===== config.mk =====
export PLATFORM = sky130hd
export DESIGN_NAME = mini_bit_tx_capture
export DESIGN_NICKNAME = d
export VERILOG_FILES = /design/src/rtl/mini_bit_tx_capture.sv
export SDC_FILE = /design/constraint.sdc
export NUM_CORES = 1
export LEC_CHECK = 0
export CAP_MARGIN = 15
export CELL_PAD_IN_SITES_DETAIL_PLACEMENT = 0
export CELL_PAD_IN_SITES_GLOBAL_PLACEMENT = 1
export CORE_ASPECT_RATIO = 0.75
export CORE_MARGIN = 4
export CORE_UTILIZATION = 50
export DETAILED_ROUTE_END_ITERATION = 10
export GPL_ROUTABILITY_DRIVEN = 0
export PLACE_DENSITY = 0.76
export SYNTH_ARGS = -nofsm -noshare
export SYNTH_HDL_FRONTEND = slang
export SYNTH_SLANG_ARGS = --single-unit

===== constraint.sdc =====
create_clock -name clk -period 2.85 [get_ports clk]
set_input_delay 0.4275 -clock clk [delete_from_list [all_inputs] [get_ports clk]]
set_output_delay 0.4275 -clock clk [all_outputs]
set_load 0.005 [all_outputs]

===== src/rtl/mini_bit_tx_capture.sv =====
// Receives 8N1 bytes (LSB first) from the MiniBit tx line and queues them in
// a show-ahead FIFO drained by a read strobe. Same clock domain as the CPU.
module mini_bit_tx_capture #(
  parameter int CLKS_PER_BIT = 16,
  parameter int FIFO_DEPTH   = 8,
  parameter int CNT_W        = 4
) (
  input  logic             clk,
  input  logic             reg_clear,
  input  logic             tx,
  input  logic             rd_en,
  input  logic             clr_err,
  output logic [7:0]       data_out,
  output logic             empty,
  output logic             full,
  output logic [CNT_W-1:0] count,
  output logic             busy,
  output logic             frame_err,
  output logic             overrun
);

  localparam int TW = (CLKS_PER_BIT > 2) ? $clog2(CLKS_PER_BIT) : 1;
  localparam int PW = (FIFO_DEPTH > 2) ? $clog2(FIFO_DEPTH) : 1;
  localparam logic [TW-1:0]    T_HALF  = TW'(CLKS_PER_BIT / 2 - 1);
  localparam logic [TW-1:0]    T_FULL  = TW'(CLKS_PER_BIT - 1);
  localparam logic [CNT_W-1:0] DEPTH_C = CNT_W'(FIFO_DEPTH);

  typedef enum logic [2:0] {
    S_IDLE,
    S_START,
    S_DATA,
    S_STOP,
    S_BREAK
  } state_t;

  state_t        state, state_nx;
  logic [TW-1:0] tick, tick_nx;
  logic [2:0]    bit_idx, bit_idx_nx;
  logic [7:0]    shreg, shreg_nx;
  logic          push;
  logic          stop_bad;

  always_ff @(posedge clk or posedge reg_clear) begin
    if (reg_clear) begin
      state   <= S_IDLE;
      tick    <= '0;
      bit_idx <= '0;
      shreg   <= '0;
    end else begin
      state   <= state_nx;
      tick    <= tick_nx;
      bit_idx <= bit_idx_nx;
      shreg   <= shreg_nx;
    end
  end

  // tick counts cycles since the last sample point; samples land mid-bit.
  always_comb begin
    state_nx   = state;
    tick_nx    = tick;
    bit_idx_nx = bit_idx;
    shreg_nx   = shreg;
    push       = 1'b0;
    stop_bad   = 1'b0;
    case (state)
      S_IDLE: begin
        tick_nx    = '0;
        bit_idx_nx = '0;
        if (!tx) state_nx = S_START;
      end
      S_START: begin
        if (tick == T_HALF) begin
          tick_nx  = '0;
          state_nx = tx ? S_IDLE : S_DATA;
        end else begin
          tick_nx = tick + 1'b1;
        end
      end
      S_DATA: begin
        if (tick == T_FULL) begin
          tick_nx    = '0;
          shreg_nx   = {tx, shreg[7:1]};
          bit_idx_nx = bit_idx + 1'b1;
          if (bit_idx == 3'd7) state_nx = S_STOP;
        end else begin
          tick_nx = tick + 1'b1;
        end
      end
      S_STOP: begin
        if (tick == T_FULL) begin
          tick_nx = '0;
          if (tx) begin
            push     = 1'b1;
            state_nx = S_IDLE;
          end else begin
            stop_bad = 1'b1;
            state_nx = S_BREAK;
          end
        end else begin
          tick_nx = tick + 1'b1;
        end
      end
      S_BREAK: begin
        if (tx) state_nx = S_IDLE;
      end
      default: state_nx = S_IDLE;
    endcase
  end

  assign busy = (state != S_IDLE);

  // FIFO: a pop on the same edge frees the slot a push into a full FIFO needs.
  logic [7:0]       mem [FIFO_DEPTH];
  logic [PW-1:0]    wptr, rptr;
  logic [CNT_W-1:0] count_nx;
  logic             pop, push_ok, drop;

  assign pop     = rd_en && !empty;
  assign push_ok = push && (!full || pop);
  assign drop    = push && full && !pop;

  always_comb begin
    count_nx = count;
    if (push_ok && !pop)      count_nx = count + 1'b1;
    else if (!push_ok && pop) count_nx = count - 1'b1;
  end

  always_ff @(posedge clk or posedge reg_clear) begin
    if (reg_clear) begin
      wptr  <= '0;
      rptr  <= '0;
      count <= '0;
      empty <= 1'b1;
      full  <= 1'b0;
    end else begin
      if (push_ok) wptr <= wptr + 1'b1;
      if (pop)     rptr <= rptr + 1'b1;
      count <= count_nx;
      empty <= (count_nx == '0);
      full  <= (count_nx == DEPTH_C);
    end
  end

  always_ff @(posedge clk) begin
    if (push_ok) mem[wptr] <= shreg;
  end

  assign data_out = empty ? 8'h00 : mem[rptr];

  // A new error event on the same edge as clr_err leaves the flag set.
  always_ff @(posedge clk or posedge reg_clear) begin
    if (reg_clear) begin
      frame_err <= 1'b0;
      overrun   <= 1'b0;
    end else begin
      if (stop_bad)     frame_err <= 1'b1;
      else if (clr_err) frame_err <= 1'b0;
      if (drop)         overrun <= 1'b1;
      else if (clr_err) overrun <= 1'b0;
    end
  end

endmodule


# --- Word level (Yosys, flattened, before mapping) ---
# Memories as Yosys holds them, arrays and structs flattened.
# Index checks and enable logic that the tools add are counted.
totals:
  inputBits: 5
  mem_bits_ro: 0
  register_bits: 32
  latchBits: 0
  mem_count: 1
  output_inout_bits: 17
  ram_bits: 64
  word_cells: 82
mem_list:
  columns: ["memory", "depth", "width", "rd", "rd_ports_with_merged_regs", "wr", "line_no", "source"]
  rows:
  - ["mem", 8, 8, 1, 0, 1, "113", "logic [7:0] mem [FIFO_DEPTH];"]
classes:
  div_mod_pow: 0
  multipliers: 0
  n_mux: 28
  eq_ne: 14
  addsub: 6
  order_cmp: 0
  bitwise_logic: 0
  shifts: 0
  n_reduce_logical: 22
op_table:
  columns: ["cell", "count"]
  rows:
  - ["3-bit two-way mux", 8]
  - ["4-bit two-way mux", 4]
  - ["3-bit one-hot mux with 5 select lines", 1]
  - ["2-bit != test (second input constant)", 6]
  - ["4-bit one-hot mux with 3 select lines", 1]
  - ["1-bit two-way mux", 11]
  - ["3-bit by 1-bit adder with 3-bit output (second input constant)", 3]
  - ["4-bit by 1-bit adder with 4-bit output (second input constant)", 2]
  - ["4-bit equality test (second input constant)", 2]
  - ["8-bit two-way mux", 1]
  - ["3-bit by 2-bit equality test with 1-bit output (second input constant)", 2]
  - ["3-bit equality test (second input constant)", 2]
  - ["1-bit logical AND", 6]
  - ["3-bit one-hot mux with 2 select lines", 1]
  - ["6-bit AND reduction", 1]
  - ["2-bit nonzero test", 3]
  - ["3-bit nonzero test", 2]
  - ["4-bit by 3-bit equality test with 1-bit output (second input constant)", 1]
  - ["1-bit zero test", 4]
  - ["4-bit zero test", 1]
  - ["2-bit AND reduction", 2]
  - ["4-bit by 1-bit subtractor with 4-bit output (second input constant)", 1]
  - ["3-bit by 1-bit equality test with 1-bit output (second input constant)", 1]
  - ["3-bit zero test", 1]
  - ["3 further kinds", 3]

# --- Logic depth before layout (Yosys ltp) ---
# Gate-level depths: netlist (run 1).
logic_depth:
  ltp_word: 9
  depth_mapped: 7
  mapped_depth_nobuf: 6

# --- Worst setup path before layout (run 1) ---
# No wires, ideal clock.
synth_path:
  path_type: "reg-to-reg"
  start: "reg tick[0]"
  end: "mem mem[4][0], enable pin"
  required_time_ps: 2467
  period_less_slack_ps: 2384
  arrival_ps: 2000
  setup_slack_ps: 466
  setup_ps: 383
  stages_incl_launch_ff: 8
  path_cell_list: "dfrtp_1 ha_1 nand3_2 or2_1 buf_6 a21oi_1 nand2_1 nor3_1"
synth_via:
  elab_chain_len: 6
synth_lines:
  columns: ["item", "line_no", "source"]
  rows:
  - ["start: declaration", "37", "logic [TW-1:0] tick, tick_nx;"]
  - ["start signal: assignment", "51", "tick <= tick_nx;"]
  - ["4-bit equality test", "90", "if (tick == T_FULL) begin"]
  - ["1-bit two-way mux", "90", null]
  - ["1-bit two-way mux", "65", "case (state)"]
  - ["1-bit logical AND", "119", "assign push_ok = push && (!full || pop);"]
  - ["1-bit two-way mux", "145", "if (push_ok) mem[wptr] <= shreg;"]
  - ["1-bit two-way mux (implied by the code)", "145", null]
  - ["end: declaration", "113", null]
# Every way passes these cells.

# --- Worst setup path after layout (run 1) ---
layout_path:
  start: "reg rptr[0]"
  end: "out data_out[2]"
layout_via:
  elab_chain_len: 2
layout_lines:
  columns: ["item", "line_no", "source"]
  rows:
  - ["start: declaration", "114", "logic [PW-1:0] wptr, rptr;"]
  - ["start signal: assignment", "137", "if (pop) rptr <= rptr + 1'b1;"]
  - ["memory read 8 x 8 bit", null, null]
  - ["8-bit two-way mux", "148", "assign data_out = empty ? 8'h00 : mem[rptr];"]
  - ["end: declaration", "13", "output logic [7:0] data_out,"]
# Every way passes these cells.

==> results of run 1 <==
-- layout make-up --
| class | count | area [sq um] |
|---|---|---|
| repair buffers | 38 | 342 |
| clock inverters | 7 | 72.6 |
| flip-flops and latches | 96 | 2720 |
| multi-input cells | 142 | 1230 |
| well taps | 105 | 131 |
| fillers | 611 | 3230 |
| inverters | 7 | 26.3 |
| clock buffers | 9 | 124 |
-- kinds of logic after synthesis --
group | count (synthesis) | share of synthesized area (%)
AOI/OAI and AO/OA | 22 | 3.80
xor gates and xnor gates | 9 | 2.13
adders and majority gates | 7 | 2.16
buffers and inverters | 20 | 2.38
DFF | 96 | 67.2
muxes | 36 | 14.1
and+or+nand+nor | 68 | 8.24
-- per-stage QoR --
stage                     std cells  setup slack, ns
final                           404            0.197
after global routing            404           0.0477
after CTS                       404           0.0848
after detailed placement        388            0.324
after global placement          388            0.381
after floorplan                 258            0.466
-- routing by layer --
metal | part of all wire [%] | global-route usage (%) | wire [um] | vias to the layer above
li1 | - | - | - | 1041
met2 | 44 | 22.1 | 3100 | 63
met5 | 0 | 0 | 0 | -
met4 | 0.66 | 2.95 | 46 | 0
met1 | 49 | 25.0 | 3420 | 1089
met3 | 6.1 | 4.72 | 426 | 5
-- repair_timing --
action	in CTS	in global routing
resized for setup	0	1
buffers inserted	0	0
endpoints found under the hold margin	0	0
endpoints found under the setup margin	0	1
-- placed cells by master (no fill, tap or decap), drive strengths merged, types with 3 or more instances in the layout --
cell type / instances
buf: 17
inv: 7
xnor2: 9
nand2: 24
nor3: 5
nor2: 15
clkinv: 4
dfrtp: 31
clkbuf: 9
ha: 7
nand2b: 5
clkdlybuf4s50: 21
nand3: 4
o21ai: 6
mux2i: 11
mux2: 9
mux4: 16
a21oi: 3
nor4: 3
edfxtp: 64
-- final timing paths --
| path | slack, ns | to |
|---|---|---|
| min | 0.46 | bit_idx[0] |
| max in group asynchronous | 2.06 | empty |
| max reg2reg | 0.60 | mem[4][1] |
| min reg2reg | 0.51 | bit_idx[1] |
| min in group clk | 0.51 | bit_idx[1] |
| max | 0.20 | data_out[2] |
-- power by group --
part / internal, uW / switching (uW)
Sequential: 1560 / 151
Clock: 405 / 449
Combinational: 399 / 315
-- flip-flops by register name (all words and copies together), names as in the netlist --
signal	count
bit_idx	3
count	4
empty	1
frame_err	1
full	1
mem	64
overrun	1
rptr	3
shreg	8
state	3
tick	4
wptr	3
-- worst max-delay path, delay by kind of cell, from the launching register on --
family | cells | cell delay, ns
buffers and inverters | 2 | 0.69
DFF | 1 | 0.35
muxes | 2 | 0.76
and+or+nand+nor | 1 | 0.07
==> results.md, run 1 <==
- Max Cap Viol: 0
- CTS sink count: 96
- Final slew viol count: 0
- Layout Skew: 0.0105 ns
- Ys async rst share: 33.3%
- Mapped Area: slightly above 4000 sq um
- Drt wl/cell: 17.3 um
- Crit Path Max Fanout: 18
- VDD IR-drop max: 502 uV
- Yosys Warn Count: 0
- Synth top cells by count: edfxtp_1 (64), dfrtp_1 (31), nand2_1 (24)
- Layout net count: about 310
- Area after DPL: roughly 4500 sq um
- Crit share post-route: between 90 and 100%
- Worst path max stage delay: 0.54 ns
- Critical path required time: 2.42 ns
- Syn_area_per_cell: 15.7 sq um
- Min Hold Slack: 0.462 ns
- Largest cells by area after synthesis: edfxtp_1 (47%), dfrtp_1 (19%), mux4_2 (8.9%), mux2i_1 (2.7%), mux2_2 (2.5%)
- Synth top area share: 47.4%
- Fraction of layout cells with a size suffix above 1: 21.4%
- Post-layout util: 59.0%
- Vias in the first global route: 2099
- Post-synth EDFFs: 64
- Crit path kind: register to primary output
- # setup viols final: 0
- Yosys reg bits: 96
- Worst-case clock buffer depth: 2
- Clock transition at path regs: 0.09 ns
- Crit end category: primary output
- Starting Density: approximately 50%
- Leading area contributor after synthesis: edfxtp_1
- Clock root cell: clkbuf_8
- Antenna cells: 0
- GRT Total Usage: 15.9%
- CTS tree: yes
- Post-CTS Hold Buffers: 0
- Worst Setup Start Kind: register
- Number of port buffers: 21
- Io pins: 22
- Critical R2R Launch: tick[0]
- Post-synthesis sequential area ratio: 67.2%
- Leakage: 0.00185 uW
- Outcome: finished clean
- Die width: about 110 um
- Worst-margin pin slew: 0.537 ns
- Final hold violation count: 0
- Cell variety after synth: 43
- DIE HEIGHT: about 86 um
- First-pass GRT wire length: ~12 mm
- CP startpoint: rptr[0]
- R2r worst-path depth: 7
- Synth-to-Final Area Change: 14.8%
- Design area: 4650 sq um
- GRT overflow: 0
- Initial antenna violation count: 0
- RSZ-0062 raised after global routing: no
- Post-synth top flop: edfxtp_1
- Syn nets: 270
- HP Class: primary input to asynchronous set/reset pin
- PnR Total Power: 3280 uW
- CTS Buf Count: 9
- DP Wirelength: 4.86 mm
- # DRC: 0
- Post-DRT Antenna Nets: 0
- Initial DRC Count: 129
- Die area: 9630 sq um
- Leading cell type by number of instances after synthesis: edfxtp_1
- Vias per cell: 5.44
- # H-tree levels: 3
- Tmin final: 2.65 ns
- Core Region: roughly 7900 sq um
- DR vias: 2198
- Cell at the slowest stage of the critical path: mux4_2
- Slew headroom: 64.2%
- First drt pass iteration count: 5
- Largest net degree at the start of global routing: 33
- Setup_tns: 0 ns
- Data arrival, critical path: 2.23 ns
- Placement Rows: 28
- Post-Route WL: 6.99 mm
- P per Cell Area: between 700 and 800 nW/um^2
- Fmax: ~0.38 GHz
- CP cell instances: buf_6 > mux4_2 > mux2i_1 > nor2_1 > clkdlybuf4s50_1
- Worst-skew pair later-pin latency: 0.35 ns
- Mapped Cells: ~260
Power figures use the tool's default switching activity.
==> run 2, diff against run 1 <==
--- a/config.mk
+++ b/config.mk
@@ -14,6 +14,7 @@
 export DETAILED_ROUTE_END_ITERATION = 10
 export GPL_ROUTABILITY_DRIVEN = 0
 export PLACE_DENSITY = 0.76
+export SLEW_MARGIN = 20
 export SYNTH_ARGS = -nofsm -noshare
 export SYNTH_HDL_FRONTEND = slang
 export SYNTH_SLANG_ARGS = --single-unit
==> results of run 2 <==
The final DEF is identical to that of run 1; final timing and power are the same.
